--- config.mk ---
export PLATFORM = sky130hd
export DESIGN_NAME = gtp_tx_sequencer
export DESIGN_NICKNAME = d
export VERILOG_FILES = /design/src/rtl/gtp_tx_pkg.sv /design/src/rtl/gtp_tx_frame_mux.sv /design/src/rtl/gtp_tx_sequencer.sv
export SDC_FILE = /design/constraint.sdc
export NUM_CORES = 1
export LEC_CHECK = 0
export ABC_AREA = 1
export ABC_CLOCK_PERIOD_IN_PS = 2000
export BUFFER_PORTS_ARGS = -buffer_cell sky130_fd_sc_hd__buf_2
export CELL_PAD_IN_SITES_DETAIL_PLACEMENT = 1
export CELL_PAD_IN_SITES_GLOBAL_PLACEMENT = 2
export CORE_MARGIN = 2
export CORE_UTILIZATION = 28
export DETAILED_ROUTE_END_ITERATION = 16
export PLACE_DENSITY_LB_ADDON = 0.2
export SLEW_MARGIN = 10
export SYNTH_ARGS = -nofsm -noshare
export SYNTH_HDL_FRONTEND = slang
export SYNTH_SLANG_ARGS = --single-unit
--- constraint.sdc ---
create_clock -name clock -period 2 [get_ports clock]
set_input_delay 0.4 -clock clock [delete_from_list [all_inputs] [get_ports clock]]
set_output_delay 0.4 -clock clock [all_outputs]
set_load 0.05 [all_outputs]
--- src/rtl/gtp_tx_pkg.sv ---
// Shared types and K-character framing constants for the GTP transmit sequencer.
package gtp_tx_pkg;

    localparam int unsigned DATA_W = 64;
    localparam int unsigned K_W    = 8;
    localparam int unsigned PRBS_W = 48;
    localparam int unsigned HDR_W  = 16;
    localparam int unsigned BOND_W = 8;

    typedef enum logic [1:0] {
        ST_WAIT_GTP = 2'd0,
        ST_BOND     = 2'd1,
        ST_START    = 2'd2,
        ST_RUN      = 2'd3
    } tx_state_e;

    localparam logic [DATA_W-1:0] BOND_SEQ  = 64'h1CFE_FBDC_0000_0000;
    localparam logic [K_W-1:0]    BOND_K    = 8'hF0;
    localparam logic [DATA_W-1:0] IDLE_WORD = 64'h0000_0000_FCFC_FCFC;
    localparam logic [K_W-1:0]    IDLE_K    = 8'hFF;
    localparam logic [HDR_W-1:0]  COMMA_HDR = 16'hBC50;
    localparam logic [K_W-1:0]    DATA_K    = 8'h03;

    typedef struct packed {
        logic [DATA_W-1:0] data;
        logic [K_W-1:0]    k;
    } tx_word_t;

endpackage

--- src/rtl/gtp_tx_frame_mux.sv ---
// Registered frame-word selector: picks idle, bond, comma-idle or PRBS payload
// from the effective sequencer state, with optional single-bit error injection.
module gtp_tx_frame_mux
    import gtp_tx_pkg::*;
(
    input  logic              clk,
    input  logic              rst_n,
    input  tx_state_e         state_i,
    input  logic              bond_stb_i,
    input  logic              inject_i,
    input  logic [PRBS_W-1:0] prbs_data_i,
    output tx_word_t          word_o
);

    tx_word_t word_d;
    tx_word_t word_q;

    always_comb begin
        word_d = '0;
        case (state_i)
            ST_BOND: begin
                if (bond_stb_i) begin
                    word_d.data = BOND_SEQ;
                    word_d.k    = BOND_K;
                end
            end
            ST_START: begin
                word_d.data = IDLE_WORD;
                word_d.k    = IDLE_K;
            end
            ST_RUN: begin
                // Injection flips the LSB of the PRBS field (bit 16 of the word).
                word_d.data     = {prbs_data_i, COMMA_HDR};
                word_d.data[16] = prbs_data_i[0] ^ inject_i;
                word_d.k        = DATA_K;
            end
            default: ;
        endcase
    end

    always_ff @(posedge clk or negedge rst_n) begin
        if (!rst_n) begin
            word_q <= '0;
        end else begin
            word_q <= word_d;
        end
    end

    assign word_o = word_q;

endmodule

--- src/rtl/gtp_tx_sequencer.sv ---
// GTP dual-TX bring-up sequencer: waits for tile reset-done, bonds, releases
// PRBS through a comma window, then frames PRBS data with error-inject/rebond.
module gtp_tx_sequencer
    import gtp_tx_pkg::*;
#(
    parameter int unsigned BOND_SPACING_LOG2 = 5,
    parameter int unsigned BOND_COUNT        = 255,
    parameter int unsigned START_TIMEOUT     = 1023
) (
    input  logic              clock,
    input  logic              reset,
    input  logic [1:0]        gtp_reset_done,
    input  logic              rebond_req,
    input  logic [PRBS_W-1:0] prbs_data,
    input  logic              prbs_strt_ltncy,
    input  logic              inj_err_req,
    output logic              inj_err_ack,
    output logic              prbs_rst,
    output logic [DATA_W-1:0] tx_data,
    output logic [K_W-1:0]    tx_iskchar,
    output logic [1:0]        state,
    output logic              bonding_done,
    output logic              link_ready,
    output logic              start_timeout
);

    localparam int unsigned SP_W     = BOND_SPACING_LOG2;
    localparam int unsigned TMO_BITS = $clog2(START_TIMEOUT + 1);
    localparam int unsigned TMO_W    = (TMO_BITS > 10) ? TMO_BITS : 10;

    tx_state_e         state_q, state_d;
    logic [SP_W-1:0]   sp_q, sp_d;
    logic [BOND_W-1:0] bond_q, bond_d;
    logic [TMO_W-1:0]  tmo_q, tmo_d;
    logic              sto_q, sto_d;
    logic              served_q, served_d;
    logic              ack_q, prbs_rst_q, bdone_q, lready_q;

    logic              gtp_ok;
    logic              bond_stb;
    logic              inject_c;
    tx_state_e         mux_state;
    tx_word_t          word;

    assign gtp_ok    = &gtp_reset_done;
    assign bond_stb  = (sp_q == {SP_W{1'b1}});
    // Losing a tile overrides the current state for the word being registered.
    assign mux_state = gtp_ok ? state_q : ST_WAIT_GTP;
    assign inject_c  = (mux_state == ST_RUN) && inj_err_req && !served_q;
    // A served request stays blocked until the requester drops it for a cycle.
    assign served_d  = inj_err_req && (served_q || inject_c);

    always_comb begin
        state_d = state_q;
        sp_d    = '0;
        bond_d  = bond_q;
        tmo_d   = '0;
        sto_d   = sto_q;
        case (state_q)
            ST_WAIT_GTP: begin
                if (gtp_ok) begin
                    state_d = ST_BOND;
                    bond_d  = '0;
                end
            end
            ST_BOND: begin
                sp_d = sp_q + SP_W'(1);
                if (bond_stb) begin
                    bond_d = bond_q + BOND_W'(1);
                    if (bond_q == BOND_W'(BOND_COUNT - 1)) begin
                        state_d = ST_START;
                    end
                end
            end
            ST_START: begin
                tmo_d = tmo_q + TMO_W'(1);
                if (!prbs_strt_ltncy) begin
                    state_d = ST_RUN;
                end else if (tmo_d == TMO_W'(START_TIMEOUT)) begin
                    state_d = ST_BOND;
                    sto_d   = 1'b1;
                    bond_d  = '0;
                end
            end
            ST_RUN: begin
                if (rebond_req) begin
                    state_d = ST_BOND;
                    bond_d  = '0;
                end
            end
        endcase
        if (!gtp_ok) begin
            state_d = ST_WAIT_GTP;
            sp_d    = '0;
            bond_d  = '0;
            tmo_d   = '0;
        end
    end

    always_ff @(posedge clock or negedge reset) begin
        if (!reset) begin
            state_q    <= ST_WAIT_GTP;
            sp_q       <= '0;
            bond_q     <= '0;
            tmo_q      <= '0;
            sto_q      <= 1'b0;
            served_q   <= 1'b0;
            ack_q      <= 1'b0;
            prbs_rst_q <= 1'b1;
            bdone_q    <= 1'b0;
            lready_q   <= 1'b0;
        end else begin
            state_q    <= state_d;
            sp_q       <= sp_d;
            bond_q     <= bond_d;
            tmo_q      <= tmo_d;
            sto_q      <= sto_d;
            served_q   <= served_d;
            ack_q      <= inject_c;
            prbs_rst_q <= !((state_d == ST_START) || (state_d == ST_RUN));
            bdone_q    <= (state_d == ST_START) || (state_d == ST_RUN);
            lready_q   <= (state_d == ST_RUN);
        end
    end

    gtp_tx_frame_mux u_frame_mux (
        .clk         (clock),
        .rst_n       (reset),
        .state_i     (mux_state),
        .bond_stb_i  (bond_stb),
        .inject_i    (inject_c),
        .prbs_data_i (prbs_data),
        .word_o      (word)
    );

    assign tx_data       = word.data;
    assign tx_iskchar    = word.k;
    assign state         = state_q;
    assign inj_err_ack   = ack_q;
    assign prbs_rst      = prbs_rst_q;
    assign bonding_done  = bdone_q;
    assign link_ready    = lready_q;
    assign start_timeout = sto_q;

endmodule

---- Word-level counts from Yosys, hierarchy flattened ----
Cells that the tools add are included.
Widths: inputs -> output; s select.
word-level totals
  flip-flop bits (word level) ............. 103
  input bits .............................. 55
  word-level logic and storage cells ...... 62
operators by class
  add/subtract/negate cells ............... 3
  equality and inequality tests ........... 15
  muxes and demuxes ....................... 20
  bitwise operators ....................... 1
  reduce and logical (&&, ||, !) cells .... 11
operators with widths
  kind                   number
  $pmux 72 s3            1
  $mux 69                1
  $mux 8                 5
  $pmux 8 s4             1
  $mux 10                2
  $mux 2                 7
  $eq 2x2->1 const B     6
  $ne 3x3->1 const B     4
  $add 10x1->10 const B  1
  $eq 10x10->1 const B   1
  $mux 5                 2
  $add 8x1->8 const B    1
  $eq 8x8->1 const B     1
  $pmux 2 s4             1
  $add 5x1->5 const B    1
  $eq 5x5->1 const B     1
  $eq 2x1->1 const B     2
  $reduce_and 4->1       1
  $logic_and 1x1->1      3
  $reduce_and 3->1       1
  $logic_not 1->1        2
  $logic_not 2->1        1
  $logic_or 1x1->1       2
  $reduce_and 2->1       1
  $xor 1x1->1            1

---- Depth between registers and ports, before layout ----
  word-level depth ........................ 9
  gate-level depth with buffers ........... 13
  gate-level depth less buffers ........... 13

---- Hierarchy ----
Synthesis repeated with hierarchy kept, for this count alone.
unflattened totals
  cell total of the unflattened synthesis .. 403
  area, all modules ....................... 3676.0 um2
modules (own cells, without submodules)
  module            times used  cells an instance  area an instance (um2)  seq. area each (um2)
  gtp_tx_frame_mux  1           186                1903.1                  1276.2
  gtp_tx_sequencer  1           217                1773.0                  777.0

---- Worst setup path before layout ----
OpenSTA, ideal clock, no wires.
  path kind ............................... register -> register
  start point ............................. register state_q[0] (netlist: state[0])
  end point ............................... register bond_q[1]
  library setup time ...................... 65 ps
  data arrival time ....................... 1733 ps
  data required time ...................... 1935 ps
  setup slack ............................. 202 ps
  cell stages (with the launch flop) ...... 10
  path buffers ............................ 0
  path through ............................ dfrtp_1 > inv_1 > nor2_2 > inv_1 > nor2_2 > inv_1 > nor2_4 > inv_1 > or2_0 > nand2_1
between the ends
  cells in the longest elaborated chain, start to end .. 3
  elaborated cells on any way between the ends .. 11
  those cells by class .................... eq/ne (7); mux (2); reduce/logical (2)
RTL lines
  what                                                         line                     RTL
  start, declared                                              gtp_tx_sequencer.sv:31   tx_state_e state_q, state_d;
  start signal, assigned                                       gtp_tx_sequencer.sv:113  state_q <= state_d;
  $eq 2x2->1, or another cell as far along                     gtp_tx_sequencer.sv:59   case (state_q)
  $ne 3x3->1 (no source line) or $pmux 8 s4 (tied branches)    n/a
  $reduce_and 4->1 (no source line) or $mux 8 (tied branches)  n/a
  end signal, assigned                                         gtp_tx_sequencer.sv:115  bond_q <= bond_d;
  end, declared                                                gtp_tx_sequencer.sv:33   logic [BOND_W-1:0] bond_q, bond_d;
Several ways; a longest one is shown, not always the timed one.
A chain may end at the register's enable or synchronous reset.

---- Final worst setup path ----
  start point ............................. register tmo_q[1]
  end point ............................... register bond_q[3]
between the ends
  cells in the longest elaborated chain, start to end .. 4
RTL lines
  what                               line                     RTL
  start, declared                    gtp_tx_sequencer.sv:34   logic [TMO_W-1:0] tmo_q, tmo_d;
  start signal, assigned             gtp_tx_sequencer.sv:116  tmo_q <= tmo_d;
  $add 10x1->10                      gtp_tx_sequencer.sv:76   tmo_d = tmo_q + TMO_W'(1);
  $eq 10x10->1                       gtp_tx_sequencer.sv:79   end else if (tmo_d == TMO_W'(START_TIMEOUT)) begin
  $ne 3x3->1 (no source line)        n/a
  $reduce_and 4->1 (no source line)  n/a
No other way between the ends.

==> parameters.txt <==
Parameter                              Value

CTS
  Clock Path Buffers ... 2
  Insertion delay to the later sink of the worst-skew pair ... ~0.34 ns
  Clock sink count ... 82
  CTS Hold Buffers Added ... 0
  Clock transition at the register clock pins on the worst setup and hold paths after CTS ... about 0.060 ns
  Number of buffers created by CTS ... 9
  Post-cts gate resize count ... 0
  CTS tree ... built
  H-Tree Depth ... 3
  Clock root buffer ... clkbuf_16
  Postcts setup bufs ... 0

GRT
  Met2 Resource Use GR ... between 20% and 30%
  Met3 Usage GRT ... slightly above 6%
  Met1 track utilization from global routing ... between 10% and 20%
  Global-route wire length before repair ... ~15 mm
  GR peak layer ... met2
  GRT overflow ... 0
  Initial antenna violation count ... 1
  Total GRT Usage ... 14.9%
  Number of global-route vias before repair ... 3071
  Maximum number of pins on one net before global-route repair ... a little over 40

STA
  Summed negative setup slack over all endpoints ... 0 ns
  Ratio of final minimum period to clock period ... about nine tenths
  Relative slew slack ... a little over three fifths
  Post-route clock skew ... 0.00501 ns
  Shortest clock period the worst path allows after layout ... around 1.8 ns
  Highest clock frequency the design can meet ... between 500 and 600 MHz
  Count of final setup violators ... 0
  Worst-margin pin slew ... between 0.5 and 0.6 ns
  Number of max-slew violations in the final report ... 0
  Setup repair after global routing missed its margin ... no
  Fin. Hold Viols ... 0

Logic synthesis
  Compound-gate portion of the synthesized area ... 2.21%
  Combinational family with the most area after synthesis ... simple AND/OR/NAND/NOR gates
  Synthesis warning total ... 0
  Flip-flop and latch count after synthesis ... about 80
  Adder and majority cell fraction of the synthesized area ... ~2.1%
  Sequential-to-total area share from yosys stat ... between 50% and 60%
  Mean cell area of the mapped netlist ... roughly 9.0 sq um
  Distinct cell type count of the synthesized netlist ... 31
  Total standard cell area after synthesis ... about 3600 sq um
  Post-Synth Simple-Gate Area ... between 20% and 30%
  Gate Count Post-Synth ... ~400
  Multiplexer fraction of the synthesized cell area ... 0%
  Xor and xnor area share after synthesis ... 0.982%

Route
  Post-route antenna net violation count ... 0
  Average routed wire per standard cell ... around 13 um
  Number of DRC markers after the initial detailed-route iteration ... 76
  Via count of the routed design ... approximately 2900
  Total length of routed wires ... ~9.4 mm
  Count of TritonRoute iterations in the first routing pass ... 4
  DRC violations left ... 0
  Vias per cell ... approximately 4.2

Final layout
  Storage element area ... 2060 sq um
  Number of non-filler instances in the completed layout ... 702
  Number of nets in the layout ... slightly below 600
  Synthesis-to-layout area growth ... 31.5%
  Multi-input logic area ... approximately 1200 sq um
  Filler Cell Count ... around 1500
  Proportion of layout cells with a drive suffix above 1 ... about a third

Power and ir drop
  Part of the power in registers ... 47.3%
  Total power per unit cell area ... between 700 and 800 nW/um^2
  Maximum resistive drop on vdd ... around 360 uV
  Psw ... around 0.00076 W
  Share of power burned in the clock network ... around half
  Combinational cell fraction of total power ... 4.4%
  Int Power ... approximately 0.0028 W
  Net Sw Frac ... 21.7%
  Static power due to leakage ... approximately 2.7 nW

Floorplanning
  Die Span Y ... between 100 and 150 um
  Die Width ... approximately 120 um
  Area of the die ... 13700 sq um
  Initial cell density of the core ... about 28%
  Core area ... 12500 sq um
  Std-Cell Rows ... just over 40
  I/O pins ... around 130

Worst setup path
  Worst Path Class, Setup ... reg -> reg
  R2R depth ... 13
  Reg-to-reg slack, setup ... about 0.23 ns
  End of the worst register-to-register path ... bond_q[3]
  Endpoint class of the critical path ... flop
  Crit-path max FO ... 8
  Arrival time at the worst endpoint ... about 2.0 ns
  Worst path max stage delay ... around 0.45 ns
  Critical Path Source Type ... flop
  Top cell family by delay on the critical path ... simple AND/OR/NAND/NOR gates
  Most frequent cell on the critical path ... nand2_1
  Cell with the largest stage delay on the worst path ... dfrtp_1
  Required time at the worst-slack endpoint ... 2.22 ns
  Critical register-to-register path startpoint ... tmo_q[1]
  WP buf/inv ... 1
  Critical path cell sequence ... ha_4 > nand2_4 > inv_1 > nand2_1 > nand2_1 > nor2_1 > nand3_1 > nor2_2 > nand2_2 > nand2_4 > nand3_4 > nand3_1 > nand2_1
  Startpoint of the worst setup timing path ... tmo_q[1]

Outcome
  Status ... completed

Flow run
  Number of maximum-capacitance violations ... 0

Placement
  Cell count after placement ... slightly below 700
  Buffers added on ports ... around 130
  Placer's final routability congestion estimate ... approximately 0.76
  Detailed-placement wirelength estimate ... roughly 7 mm

Hold path
  Class of the tightest hold or removal check ... in -> async
-- area by class of cell --
type / instances / share of cell area [%]
Sequential cell: 82 / 43.8
Multi-Input combinational cell: 244 / 25.2
Timing Repair Buffer: 143 / 16.3
Clock buffer: 12 / 5.47
Tap cell: 172 / 4.59
Inverter: 44 / 3.52
Clock inverter: 4 / 1.07
Antenna cell: 1 / 0.0533
-- kinds of logic (layout without fill, tap and decap cells) --
kind of cell,after synthesis,after routing
buf+inv,74,203
simple gates,216,216
fa+ha+maj,6,6
other cells,1,5
xor+xnor,4,4
compound gates,14,14
flops,82,82
-- worst max-delay path by stage --
stage,cells past startpoint,end
3_5_place_dp,13,bond_q[6]
4_1_cts,13,bond_q[3]
2_1_floorplan,9,bond_q[1]
5_1_grt,13,bond_q[0]
3_3_place_gp,13,bond_q[4]
6_report,13,bond_q[3]
-- cell usage after synthesis (all sizes together) --
cell	count	area share, %
nand2	97	11
dfrtp	81	57
nor2	79	9.1
inv	44	4.6
buf	24	4.9
nand3	23	4.1
a21oi	6	0.84
clkbuf	6	0.63
ha	6	2.1
nor3	5	0.70
nand4	4	0.70
o21ai	4	0.56
xor2	4	0.98
nand3b	3	0.63
o21bai	2	0.42
or2	2	0.35
a31oi	1	0.18
and2	1	0.25
conb	1	0.11
dfstp	1	0.74
nor3b	1	0.21
nor4	1	0.18
o31ai	1	0.21
-- metrics by stage --
step / area (sq um) / setup WS (ns) / power (W) / util, % / hold WS, ns
finish: 4690 / 0.235 / 0.00351 / 37.5 / 0.0512
global route: 4690 / 0.0159 / 0.00368 / 37.5 / 0.0857
detailed placement: 4360 / 0.123 / 0.00185 / 34.8 / 0.430
floorplan: 3580 / 0.202 / 0.00175 / - / 0.104
global placement: 4360 / 0.187 / 0.00185 / 34.8 / 0.430
CTS: 4670 / 0.109 / 0.00359 / 37.3 / 0.0608
-- layer usage --
| layer | wire length (um) | vias up |
|---|---|---|
| met5 | 0 | - |
| li1 | - | 1445 |
| met2 | 4340 | 86 |
| met1 | 4070 | 1400 |
| met4 | 167 | 0 |
| met3 | 824 | 11 |
-- power by group through the flow --
stage          Sequential, W  Clock [W]  Combinational [W]
2_1_floorplan        0.00170          0          0.0000517
3_3_place_gp         0.00169          0           0.000159
3_5_place_dp         0.00169          0           0.000161
6_report             0.00166    0.00169           0.000156
5_1_grt              0.00166    0.00184           0.000178
4_1_cts              0.00166    0.00176           0.000162
-- flip-flops by register name, indices dropped and copies added (netlist names), 2 cells and up --
signal / cells
tmo_q: 10
bond_q: 8
sp_q: 5
u_frame_mux.word_o: 51
state: 2
-- cells in the final DEF, fill, tap and decap left out, types with 3 or more instances in the layout --
cell type / count
o21ai_0: 4
nand3_1: 20
inv_1: 44
nand3b_1: 3
buf_2: 128
a21oi_1: 6
nand2_2: 3
ha_1: 5
nor2_1: 72
clkbuf_16: 9
nand4_1: 4
dfrtp_1: 79
nor3_1: 5
nor2_2: 5
nand2_1: 92
conb_1: 4
buf_4: 14
xor2_1: 4
Power figures use the tool's default switching activity.
